### config.mk
export PLATFORM = sky130hd
export DESIGN_NAME = lcd_seq_ctrl_flat
export DESIGN_NICKNAME = d
export VERILOG_FILES = /design/src/rtl/lcd_seq_if.sv /design/src/rtl/lcd_seq_ctrl.sv /design/src/flat_wrapper.sv
export SDC_FILE = /design/constraint.sdc
export NUM_CORES = 1
export LEC_CHECK = 0
export BUFFER_PORTS_ARGS = -buffer_cell sky130_fd_sc_hd__buf_2
export CAP_MARGIN = 20
export CORE_ASPECT_RATIO = 0.5
export CORE_MARGIN = 1
export CORE_UTILIZATION = 60
export CTS_BUF_LIST = sky130_fd_sc_hd__clkbuf_2 sky130_fd_sc_hd__clkbuf_4 sky130_fd_sc_hd__clkbuf_8
export DETAILED_ROUTE_END_ITERATION = 8
export PLACE_DENSITY = 0.79
export SLEW_MARGIN = 20
export SYNTH_ARGS = -nofsm -noshare
export SYNTH_HDL_FRONTEND = slang
export SYNTH_SLANG_ARGS = --single-unit
export TNS_END_PERCENT = 50
### constraint.sdc
create_clock -name clk -period 2.85 [get_ports clk]
set_input_delay 0.1425 -clock clk [delete_from_list [all_inputs] [get_ports clk]]
set_output_delay 0.1425 -clock clk [all_outputs]
set_load 0.01 [all_outputs]
### src/rtl/lcd_seq_if.sv
// lcd_seq_if: SPI byte-master handshake and frame-buffer read port of lcd_seq_ctrl.
interface lcd_seq_if;
    logic       spi_start;
    logic [7:0] spi_tdat;
    logic       spi_done;
    logic [8:0] fb_addr;
    logic [7:0] fb_data;
    modport master (output spi_start, spi_tdat, fb_addr, input spi_done, fb_data);
    modport slave  (input spi_start, spi_tdat, fb_addr, output spi_done, fb_data);
endinterface

### src/rtl/lcd_seq_ctrl.sv
// lcd_seq_ctrl: panel reset, init command list and frame streaming for an 84x48 LCD.
// Optional heartbeat on led is built only with LCD_SEQ_HEARTBEAT_EN defined.
module lcd_seq_ctrl #(
    parameter int RST_CYCLES  = 1000,
    parameter int GAP_CYCLES  = 1023,
    parameter int FRAME_BYTES = 504,
    parameter int HB_CYCLES   = 100_000_000
) (
    input  logic      clk,
    input  logic      rstb,
    input  logic      frame_req,
    lcd_seq_if.master bus,
    output logic      lcd_rst,
    output logic      dc,
    output logic      busy,
    output logic      frame_done,
    output logic      led
);
    typedef enum logic [3:0] {
        RST, INIT_SEND, INIT_WAIT, GAP, IDLE, CUR_SEND, CUR_WAIT, FETCH, DATA_SEND, DATA_WAIT
    } state_t;
    localparam int RST_LAST = RST_CYCLES > 0 ? RST_CYCLES - 1 : 0;
    localparam int GAP_LAST = GAP_CYCLES > 0 ? GAP_CYCLES - 1 : 0;
    localparam bit HAS_GAP = GAP_CYCLES != 0;
    localparam logic [7:0] INIT [8] = '{8'h21, 8'hC6, 8'h04, 8'h14, 8'h20, 8'h0C, 8'h40, 8'h80};
    state_t      state, nxt, ret, ret_n;
    logic [31:0] cnt;
    logic [2:0]  ci;
    logic [8:0]  di;
    logic        cur, pend, run, fd, dc_q, last;
    logic [7:0]  tdat_q;
    assign last = di == 9'(FRAME_BYTES - 1);
    always_ff @(posedge clk)
        state <= !rstb ? RST : nxt;
    always_comb begin
        nxt   = state;
        ret_n = ret;
        case (state)
            RST:       nxt = cnt == 32'(RST_LAST) ? INIT_SEND : RST;
            INIT_SEND: nxt = INIT_WAIT;
            INIT_WAIT: if (bus.spi_done) begin
                ret_n = ci == 3'd7 ? IDLE : INIT_SEND;
                nxt   = HAS_GAP ? GAP : ret_n;
            end
            GAP:       nxt = cnt == 32'(GAP_LAST) ? ret : GAP;
            IDLE:      nxt = (frame_req || pend) ? CUR_SEND : IDLE;
            CUR_SEND:  nxt = CUR_WAIT;
            CUR_WAIT:  if (bus.spi_done) begin
                ret_n = cur ? FETCH : CUR_SEND;
                nxt   = HAS_GAP ? GAP : ret_n;
            end
            FETCH:     nxt = DATA_SEND;
            DATA_SEND: nxt = DATA_WAIT;
            DATA_WAIT: if (bus.spi_done) begin
                ret_n = FETCH;
                nxt   = last ? IDLE : HAS_GAP ? GAP : FETCH;
            end
            default:   nxt = RST;
        endcase
    end
    always_comb begin
        bus.spi_start = state == INIT_SEND || state == CUR_SEND || state == DATA_SEND;
        bus.spi_tdat  = state == INIT_SEND ? INIT[ci] :
                        state == CUR_SEND  ? (cur ? 8'h80 : 8'h40) :
                        state == DATA_SEND ? bus.fb_data : tdat_q;
        dc            = state == DATA_SEND ? 1'b1 :
                        (state == INIT_SEND || state == CUR_SEND) ? 1'b0 : dc_q;
        bus.fb_addr   = di;
        lcd_rst       = state != RST;
        busy          = state != IDLE;
        frame_done    = fd;
    end
    // tdat_q/dc_q hold the last launched byte so the bus stays stable while it is in flight
    always_ff @(posedge clk) begin
        if (!rstb) begin
            cnt    <= '0;
            ci     <= '0;
            di     <= '0;
            cur    <= 1'b0;
            pend   <= 1'b0;
            run    <= 1'b0;
            fd     <= 1'b0;
            tdat_q <= '0;
            dc_q   <= 1'b0;
            ret    <= IDLE;
        end else begin
            cnt  <= (state == nxt && (state == RST || state == GAP)) ? cnt + 32'd1 : '0;
            ret  <= ret_n;
            pend <= state == IDLE ? 1'b0 : pend | (frame_req & run);
            fd   <= state == DATA_WAIT && bus.spi_done && last;
            if (nxt == IDLE) run <= 1'b1;
            if (state == INIT_WAIT && bus.spi_done) ci <= ci + 3'd1;
            if (state == CUR_WAIT && bus.spi_done) cur <= ~cur;
            if (state == DATA_WAIT && bus.spi_done) di <= last ? '0 : di + 9'd1;
            if (bus.spi_start) begin
                tdat_q <= bus.spi_tdat;
                dc_q   <= dc;
            end
        end
    end
`ifdef LCD_SEQ_HEARTBEAT_EN
    logic [31:0] hb;
    logic        led_q;
    always_ff @(posedge clk) begin
        if (!rstb) begin
            hb    <= '0;
            led_q <= 1'b1;
        end else if (run) begin
            hb    <= hb == 32'(HB_CYCLES - 1) ? '0 : hb + 32'd1;
            led_q <= hb == 32'(HB_CYCLES - 1) ? ~led_q : led_q;
        end
    end
    assign led = led_q;
`else
    assign led = 1'b1 | (HB_CYCLES == 0);
`endif
endmodule

### src/flat_wrapper.sv
// flat-port wrapper written by rule: the top's interface ports become plain ports
module lcd_seq_ctrl_flat 
#(
    parameter int RST_CYCLES  = 1000,
    parameter int GAP_CYCLES  = 1023,
    parameter int FRAME_BYTES = 504,
    parameter int HB_CYCLES   = 100_000_000
)
  (clk, rstb, frame_req, lcd_rst, dc, busy, frame_done, led, bus_spi_start, bus_spi_tdat, bus_fb_addr, bus_spi_done, bus_fb_data);
  lcd_seq_if bus_i ();
  input  logic clk;
  input  logic rstb;
  input  logic frame_req;
  output logic lcd_rst;
  output logic dc;
  output logic busy;
  output logic frame_done;
  output logic led;
  output wire logic [$bits(bus_i.spi_start)-1:0] bus_spi_start;
  output wire logic [$bits(bus_i.spi_tdat)-1:0] bus_spi_tdat;
  output wire logic [$bits(bus_i.fb_addr)-1:0] bus_fb_addr;
  input wire logic [$bits(bus_i.spi_done)-1:0] bus_spi_done;
  input wire logic [$bits(bus_i.fb_data)-1:0] bus_fb_data;
  assign bus_spi_start = bus_i.spi_start;
  assign bus_spi_tdat = bus_i.spi_tdat;
  assign bus_fb_addr = bus_i.fb_addr;
  assign bus_i.spi_done = bus_spi_done;
  assign bus_i.fb_data = bus_fb_data;
  lcd_seq_ctrl #(.RST_CYCLES(RST_CYCLES), .GAP_CYCLES(GAP_CYCLES), .FRAME_BYTES(FRAME_BYTES), .HB_CYCLES(HB_CYCLES)) u_core (.clk(clk), .rstb(rstb), .frame_req(frame_req), .bus(bus_i), .lcd_rst(lcd_rst), .dc(dc), .busy(busy), .frame_done(frame_done), .led(led));
endmodule
==> results of run 1 <==
-- worst register-to-register path: stages (launching register included) --
cell and delay (ns):
dfxtp_1 0.39, ha_1 0.26, nand4_1 0.12, or4b_1 0.67, a221oi_4 0.37, o31ai_4 0.11, buf_4 0.24, buf_4 0.21
nor2_1 0.12
-- final cells by class --
| type | instances | area, um2 | area share, % |
|---|---|---|---|
| clock buffer | 14 | 161 | 4.36 |
| clock inverter | 1 | 5.00 | 0.135 |
| inverter | 17 | 63.8 | 1.72 |
| multi-input combinational | 286 | 1890 | 51.1 |
| sequential | 64 | 1280 | 34.6 |
| tap | 70 | 87.6 | 2.37 |
| timing repair buffer | 39 | 210 | 5.68 |
-- metal layers --
metal | wire, um | track usage (%)
met5 | 0 | 0
met4 | 153 | 11.0
met3 | 518 | 9.76
met2 | 3390 | 48.7
met1 | 3320 | 32.2
-- worst max path at each step --
stage                     end  cells after the start                   from
6_report       u_core.cnt[28]                      8  u_core.bus.fb_addr[0]
5_1_grt         u_core.cnt[3]                      7  u_core.bus.fb_addr[0]
4_1_cts         u_core.cnt[2]                      7  u_core.bus.fb_addr[0]
3_5_place_dp   u_core.cnt[28]                      8  u_core.bus.fb_addr[0]
3_3_place_gp   u_core.cnt[31]                      8  u_core.bus.fb_addr[0]
2_1_floorplan   u_core.cnt[3]                      8  u_core.bus.fb_addr[0]
-- flip-flops by register name (all words and copies together) (netlist names), 3 cells and up --
| register | flops |
|---|---|
| u_core.ci | 3 |
| u_core.state | 4 |
| u_core.cnt | 32 |
| u_core.ret | 3 |
| u_core.bus.fb_addr | 9 |
| u_core.tdat_q | 8 |
-- power groups by stage --
stage	Clock, uW	Combinational (uW)	Sequential, uW
2_1_floorplan	0	28.6	922
3_5_place_dp	0	43.3	923
5_1_grt	733	47.8	904
3_3_place_gp	0	41.4	923
6_report	682	43.5	904
4_1_cts	695	43.7	903
-- cell usage in the layout, fill, tap and decap left out, types with 5 or more instances in the layout --
cell type and count:
buf_4 6, clkbuf_4 5, and3_1 10, inv_1 17, buf_2 33, nand3_1 18, nand2b_1 5, xor2_1 24
nor4_2 9, a21oi_1 14, nor2_1 46, o21ai_0 10, ha_1 10, nand2_1 25, clkbuf_8 9, dfxtp_1 64
nor4_1 7, xnor2_1 14, and2_1 8, nor3_1 18, nor2b_1 6, nand4_1 20
-- per-stage QoR --
| stage | cells | area, um2 | total power (uW) |
|---|---|---|---|
| final | 491 | 3700 | 1630 |
| after CTS | 491 | 3700 | 1640 |
| after floorplan | 384 | 3320 | 951 |
| after detailed placement | 476 | 3530 | 967 |
| after global routing | 491 | 3700 | 1680 |
| after global placement | 476 | 3530 | 964 |
-- logic make-up (layout without fill, tap and decap cells) --
group                    after synthesis  in the layout  synth area share (%)
AO/OA/AOI/OAI                         50             50                  11.5
AND/OR/NAND/NOR                      185            185                  30.9
other                                  1              1                 0.113
flip-flops                            64             64                  38.6
adder cells (fa/ha/maj)               10             10                  3.77
buffers and inverters                 34             71                  4.41
multiplexers                           2              2                 0.603
XOR/XNOR                              38             38                  10.0
==> results.sh, run 1 <==
export IMPL_worst_pin_slew_ns=0.896
export IMPL_p_comb_share_pct=2.7
export IMPL_clk_latency_ns=0.35
export IMPL_clk_pin_slew_ns=0.07
export IMPL_p_leak_uw=0.00149
export IMPL_gp_congestion=0.862
export IMPL_synthFlopType="dfxtp_1"
export IMPL_final_antenna_net_count=0
export IMPL_yosysUniqueCellTypes=53
export IMPL_syn_nets=406
export IMPL_grt_max_degree=22
export IMPL_drive_above_1_share_pct=16.4
export IMPL_crit_path_top_delay_cell="or4b_1"
export IMPL_hold_slack_ns=0.0765
export IMPL_syn_area_um2=3320
export IMPL_cp_top_family="simple AND/OR/NAND/NOR gates"
export IMPL_seq_area_frac_synth_pct=38.6
export IMPL_yosysTopAreaCellShare_pct=38.6
export IMPL_cts_buffer_depth=2
export IMPL_min_period_ns=2.57
export IMPL_cts_buffers=9
export IMPL_cts_htree_levels=3
export IMPL_antenna_found_initial=0
export IMPL_port_buffers=33
export IMPL_hpwl_mm=5.13
export IMPL_hold_path_depth=3
export IMPL_drt_iter0_markers=167
export IMPL_worst_path_largest_cell_delay_ns=0.67
export IMPL_clkSinkCount=64
export IMPL_maxCapViolations=0
export IMPL_grt_overflow=0
export IMPL_drcViolationCount=0
export IMPL_viasPerCell=5.94
export IMPL_grt_usage_pct=27.8
export IMPL_firstDrtPassIters=6
export IMPL_synth_seq_cells=64
export IMPL_min_to="u_core.tdat_q[1]"
export IMPL_ctsHoldBuffers=0
export IMPL_dp_slack_ns=0.358
export IMPL_hold_path_class="in -> reg"
export IMPL_p_per_area_nw_per_um2=440
export IMPL_crit_required_ns=3.14
export IMPL_layout_setup_ws_ns=0.280
export IMPL_yosys_cell_count_top_type="dfxtp_1"
export IMPL_finalHoldViolations=0
export IMPL_fmax_mhz=389
export IMPL_pwr_share_seq_pct=55.5
export IMPL_area_delta_synth_final_pct=11.5
export IMPL_path_cells="ha_1, nand4_1, or4b_1, a221oi_4, o31ai_4, buf_4, buf_4, nor2_1"
export IMPL_setup_violations=0
export IMPL_rows=18
export IMPL_synth_edf_count=0
export IMPL_synth_common_cells="dfxtp_1 (64), nor2_1 (46), nand2_1 (25)"
export IMPL_yosysTopAreaCell="dfxtp_1"
export IMPL_fillers=391
export IMPL_grt_pass1_vias=2673
export IMPL_critical_path_arrival_ns=2.86
export IMPL_core_area_um2=5110
export IMPL_async_flop_share_pct=0
export IMPL_dieWidth_um=107
export IMPL_synthTopCellsByArea="dfxtp_1 (39%), xor2_1 (6.3%), nor2_1 (5.2%)"
export IMPL_vias=2916
export IMPL_swShare_pct=21.8
export IMPL_grt_pass1_wl_mm=12.2
export IMPL_skew_ns=0.00652
export IMPL_hold_start="bus_fb_data[1]"
export IMPL_critical_path_class="reg -> reg"
export IMPL_post_route_util_pct=72.4
export IMPL_p_sw_uw=356
export IMPL_post_drt_wl_per_cell_um=15.0
export IMPL_r2r_cells=8
export IMPL_cp_end_kind="register"
export IMPL_synthCells=384
export IMPL_drv_slew=0
export IMPL_antenna_cells=0
export IMPL_syn_area_per_cell_um2=8.64
export IMPL_cts_resized=0
export IMPL_io_pins=35
export IMPL_cts_tree="done"
export IMPL_worst_path_most_repeated_cell="buf_4"
export IMPL_root_buffer="clkbuf_8"
export IMPL_cts_setup_buffers=0
export IMPL_rsz0062_at_grt="no"
export IMPL_pwr_share_clk_pct=41.9
export IMPL_status="finished clean"
export IMPL_cp_buffers_inverters=2
export IMPL_worstPathMaxFanout=21
export IMPL_post_route_period_util_pct=90.2
export IMPL_start_kind="register"
export IMPL_finalSetupTns_ns=0
export IMPL_ir_worst_vdd_uv=395
export IMPL_start_util_pct=64.9
export IMPL_p_int_uw=1270
export IMPL_reg2reg_from="u_core.bus.fb_addr[0]"
export IMPL_nNetsFinal=439
export IMPL_dieArea_um2=5850
export IMPL_rrSetupSlack_ns=0.28
export IMPL_slew_headroom_pct=40.0
export IMPL_yosysWarnings=0
export IMPL_dieHeight_um=54.6
export IMPL_routed_wl_mm=7.38
export IMPL_rr_endpoint="u_core.cnt[28]"
No activity file was read; power rests on OpenSTA's default activity.
==> inputs of run 2 (changes only) <==
Clock period 2.85 ns to 2.8 ns, I/O delays scaled along.
==> results.sh, run 2 (synthesis results as in run 1) <==
export IMPL_status="finished clean"
export IMPL_rows=18
export IMPL_drt_iter0_markers=217
export IMPL_clk_pin_slew_ns=0.06
export IMPL_hold_start="bus_fb_data[1]"
export IMPL_rsz0062_at_grt="no"
export IMPL_start_util_pct=64.9
export IMPL_layout_common_cells="dfxtp_1 (64), nor2_1 (46), buf_2 (33)"
export IMPL_post_drt_wl_per_cell_um=15.0
export IMPL_cts_buffer_depth=2
export IMPL_place_inst=476
export IMPL_top_register="u_core.cnt"
export IMPL_skew_ns=0.00401
export IMPL_design_area_um2=3710
export IMPL_finalSetupTns_ns=0
export IMPL_vias=2933
export IMPL_rr_endpoint="u_core.cnt[9]"
export IMPL_grt_use_met2_pct=49.4
export IMPL_start_kind="register"
export IMPL_drive_above_1_share_pct=16.2
export IMPL_hold_path_depth=3
export IMPL_gp_congestion=0.862
export IMPL_grt_pass1_wl_mm=12.2
export IMPL_rrSetupSlack_ns=0.26
export IMPL_cts_tree="done"
export IMPL_dieHeight_um=54.6
export IMPL_firstDrtPassIters=8
export IMPL_post_route_period_util_pct=90.8
export IMPL_p_per_area_nw_per_um2=455
export IMPL_min_to="u_core.tdat_q[1]"
export IMPL_totalPowerFinal_uw=1690
export IMPL_io_pins=35
export IMPL_critical_path_class="reg -> reg"
export IMPL_slew_headroom_pct=41.4
export IMPL_cts_resized=0
export IMPL_hold_path_class="in -> reg"
export IMPL_final_antenna_net_count=0
export IMPL_min_period_ns=2.54
export IMPL_antenna_cells=0
export IMPL_instances_no_fill=490
export IMPL_crit_required_ns=3.06
export IMPL_cp_end_kind="register"
export IMPL_grt_overflow=0
export IMPL_hpwl_mm=5.14
export IMPL_maxCapViolations=0
export IMPL_dieWidth_um=107
export IMPL_post_route_util_pct=72.7
export IMPL_fmax_mhz=393
export IMPL_core_area_um2=5110
export IMPL_ctsHoldBuffers=0
export IMPL_root_buffer="clkbuf_8"
export IMPL_grtUsageMet3_pct=8.45
export IMPL_top_usage_layer="met2"
export IMPL_antenna_found_initial=0
export IMPL_finalHoldViolations=0
export IMPL_cts_setup_buffers=0
export IMPL_cts_htree_levels=3
export IMPL_clk_latency_ns=0.35
export IMPL_viasPerCell=5.99
export IMPL_critical_path_arrival_ns=2.80
export IMPL_clkSinkCount=64
export IMPL_grt_max_degree=22
export IMPL_cts_buffers=9
export IMPL_grt_pass1_vias=2682
export IMPL_nNetsFinal=439
export IMPL_place_area_um2=3530
export IMPL_largest_register_ffs=32
export IMPL_reg2reg_from="u_core.bus.fb_addr[0]"
export IMPL_worstPathMaxFanout=21
export IMPL_p_leak_uw=0.00150
export IMPL_r2r_cells=7
export IMPL_drcViolationCount=0
export IMPL_grt_usage_pct=28.1
export IMPL_ir_worst_vdd_uv=360
export IMPL_grtUsageMet1_pct=32.6
export IMPL_dieArea_um2=5850
export IMPL_port_buffers=33
export IMPL_routed_wl_mm=7.34
export IMPL_area_delta_synth_final_pct=11.9
export IMPL_worst_pin_slew_ns=0.875
export IMPL_setup_violations=0
export IMPL_drv_slew=0
export IMPL_final_common_cell="dfxtp_1"
[run 2: cell count changes in the layout (fill, tap and decap cells not counted)]
cell | previous run | this run
clkbuf_4 | 5 | 2
clkbuf_8 | 9 | 12
clkinv_2 | 1 | 0
[run 2: worst max path at each step]
stage	startpoint	end	slack, ns	cells after the start
global placement	u_core.bus.fb_addr[0]	u_core.cnt[31]	0.44	8
global route	u_core.bus.fb_addr[0]	u_core.cnt[9]	0.09	7
finish	u_core.bus.fb_addr[0]	u_core.cnt[9]	0.26	7
floorplan	u_core.bus.fb_addr[0]	u_core.cnt[3]	0.54	8
CTS	u_core.bus.fb_addr[0]	u_core.cnt[9]	0.27	7
detailed placement	u_core.bus.fb_addr[0]	u_core.cnt[28]	0.31	8
[run 2: cell type report]
type / count / area (um2)
clock buffers: 14 / 180
fillers: 389 / 1400
inverters: 17 / 63.8
multi-input cells: 286 / 1890
flip-flops and latches: 64 / 1280
well taps: 70 / 87.6
repair buffers: 39 / 210
[run 2: through the flow]
| stage | hold WS, ns | worst slack [ns] |
|---|---|---|
| CTS | 0.0457 | 0.269 |
| detailed placement | 0.431 | 0.306 |
| floorplan | 0.274 | 0.540 |
| global route | 0.102 | 0.0881 |
| global placement | 0.397 | 0.438 |
| finish | 0.0675 | 0.258 |
[run 2: where the power goes]
part           internal, uW  switching (uW)  total, uW
Sequential              915            5.16        920
Combinational          17.0            27.1       44.1
Clock                   404             324        728
Total                  1340             356       1690
[run 2: worst max-delay path, cell delays in order, from the launching register on]
cell	delay [ns]
dfxtp_1	0.39
ha_1	0.26
nand4_1	0.11
or4b_1	0.66
a221oi_4	0.38
o31ai_4	0.11
buf_4	0.24
nor4_2	0.29
[run 2: per-layer routing]
metal  vias up  share of wire, %
met4         0               2.4
met1      1380                44
met3        22               6.6
li1       1433                 -
met2        98                47
met5         -                 0
==> inputs of run 3 (changes only) <==
Settings changed: PLACE_DENSITY 0.79 to 0.81.
==> results.sh, run 3 (synthesis results as in run 1) <==
export IMPL_status="finished clean"
export IMPL_skew_ns=0.00914
export IMPL_gp_congestion=0.890
export IMPL_port_buffers=33
export IMPL_ir_worst_vdd_uv=283
export IMPL_clk_pin_slew_ns=0.07
export IMPL_fmax_mhz=390
export IMPL_dieArea_um2=5850
export IMPL_dp_slack_ns=0.321
export IMPL_antenna_cells=0
export IMPL_top_register="u_core.cnt"
export IMPL_hold_path_class="in -> reg"
export IMPL_critical_path_class="reg -> out"
export IMPL_io_pins=35
export IMPL_cp_end_kind="output pin"
export IMPL_startpoint="u_core.state[0]"
export IMPL_grt_usage_pct=26.7
export IMPL_rsz0062_at_grt="no"
export IMPL_fillers=382
export IMPL_worst_pin_slew_ns=0.894
export IMPL_clk_latency_ns=0.36
export IMPL_hold_slack_ns=0.0522
export IMPL_cts_buffer_depth=2
export IMPL_multi_input_area_um2=1890
export IMPL_post_route_period_util_pct=91.5
export IMPL_hold_start="bus_fb_data[1]"
export IMPL_cts_setup_buffers=0
export IMPL_hpwl_mm=5.20
export IMPL_min_period_ns=2.56
export IMPL_dieHeight_um=54.6
export IMPL_p_per_area_nw_per_um2=451
export IMPL_final_antenna_net_count=0
export IMPL_clkSinkCount=64
export IMPL_layout_setup_ws_ns=0.237
export IMPL_start_util_pct=64.9
export IMPL_worstPathMaxFanout=16
export IMPL_layout_common_cells="dfxtp_1 (64), nor2_1 (46), buf_2 (33)"
export IMPL_firstDrtPassIters=4
export IMPL_drv_slew=0
export IMPL_post_drt_wl_per_cell_um=15.0
export IMPL_dieWidth_um=107
export IMPL_grt_pass1_vias=2554
export IMPL_core_area_um2=5110
export IMPL_totalPowerFinal_uw=1670
export IMPL_reg2reg_from="u_core.bus.fb_addr[0]"
export IMPL_ctsHoldBuffers=0
export IMPL_routed_wl_mm=7.35
export IMPL_nNetsFinal=440
export IMPL_grt_pass1_wl_mm=11.7
export IMPL_grt_max_degree=24
export IMPL_grt_overflow=0
export IMPL_setup_violations=0
export IMPL_vias=2914
export IMPL_largest_register_ffs=32
export IMPL_root_buffer="clkbuf_8"
export IMPL_critical_path_arrival_ns=2.42
export IMPL_crit_required_ns=2.66
export IMPL_maxCapViolations=0
export IMPL_cts_resized=0
export IMPL_antenna_found_initial=0
export IMPL_viasPerCell=5.93
export IMPL_finalHoldViolations=0
export IMPL_p_leak_uw=0.00150
export IMPL_cts_htree_levels=3
export IMPL_cts_tree="done"
export IMPL_start_kind="register"
export IMPL_drt_iter0_markers=196
export IMPL_finalSetupTns_ns=0
export IMPL_drcViolationCount=0
export IMPL_seqCellArea_um2=1280
export IMPL_slew_headroom_pct=40.2
export IMPL_area_delta_synth_final_pct=11.7
export IMPL_drive_above_1_share_pct=16.4
export IMPL_rows=18
export IMPL_cts_buffers=9
export IMPL_final_common_cell="dfxtp_1"
==> run 3: cell type report <==
class	instances	share of cell area, %
tap	70	2.36
timing repair buffer	40	5.87
sequential	64	34.6
multi-input combinational	286	51.0
clock buffer	13	4.32
inverter	17	1.72
clock inverter	1	0.135
==> run 3: final timing paths <==
check / end / slack (ns) / depth (start not counted)
worst max-delay path: bus_spi_tdat[5] / 0.24 / 6
worst min register to register: u_core.bus.fb_addr[1] / 0.49 / 2
worst max register to register: u_core.cnt[4] / 0.32 / 7
worst min-delay path: u_core.tdat_q[1] / 0.05 / 3
==> run 3: power breakdown <==
part	internal (uW)	leakage [uW]	switching (uW)	total (uW)
Sequential	914	0.000516	4.97	919
Combinational	17.1	0.000891	27.5	44.7
Clock	364	0.0000896	345	710
==> run 3: critical path: stages (launching register included) <==
cell,delay [ns]
dfxtp_1,0.65
nor2b_1,0.42
a21o_1,0.13
nand2b_1,0.18
a222oi_1,0.47
inv_1,0.07
buf_2,0.15
==> run 3: metal layers <==
layer  share of wire, %  track usage, %
met5                  0               0
met4               0.86            8.90
met3                5.5            9.40
met1                 47            32.1
met2                 46            45.9
==> run 3: stage by stage <==
stage / cell area [um2] / util [%] / std cells
after global placement: 3540 / 69.3 / 477
after detailed placement: 3540 / 69.3 / 477
final: 3710 / 72.5 / 491
after CTS: 3710 / 72.5 / 491
after floorplan: 3320 / - / 384
after global routing: 3710 / 72.5 / 491
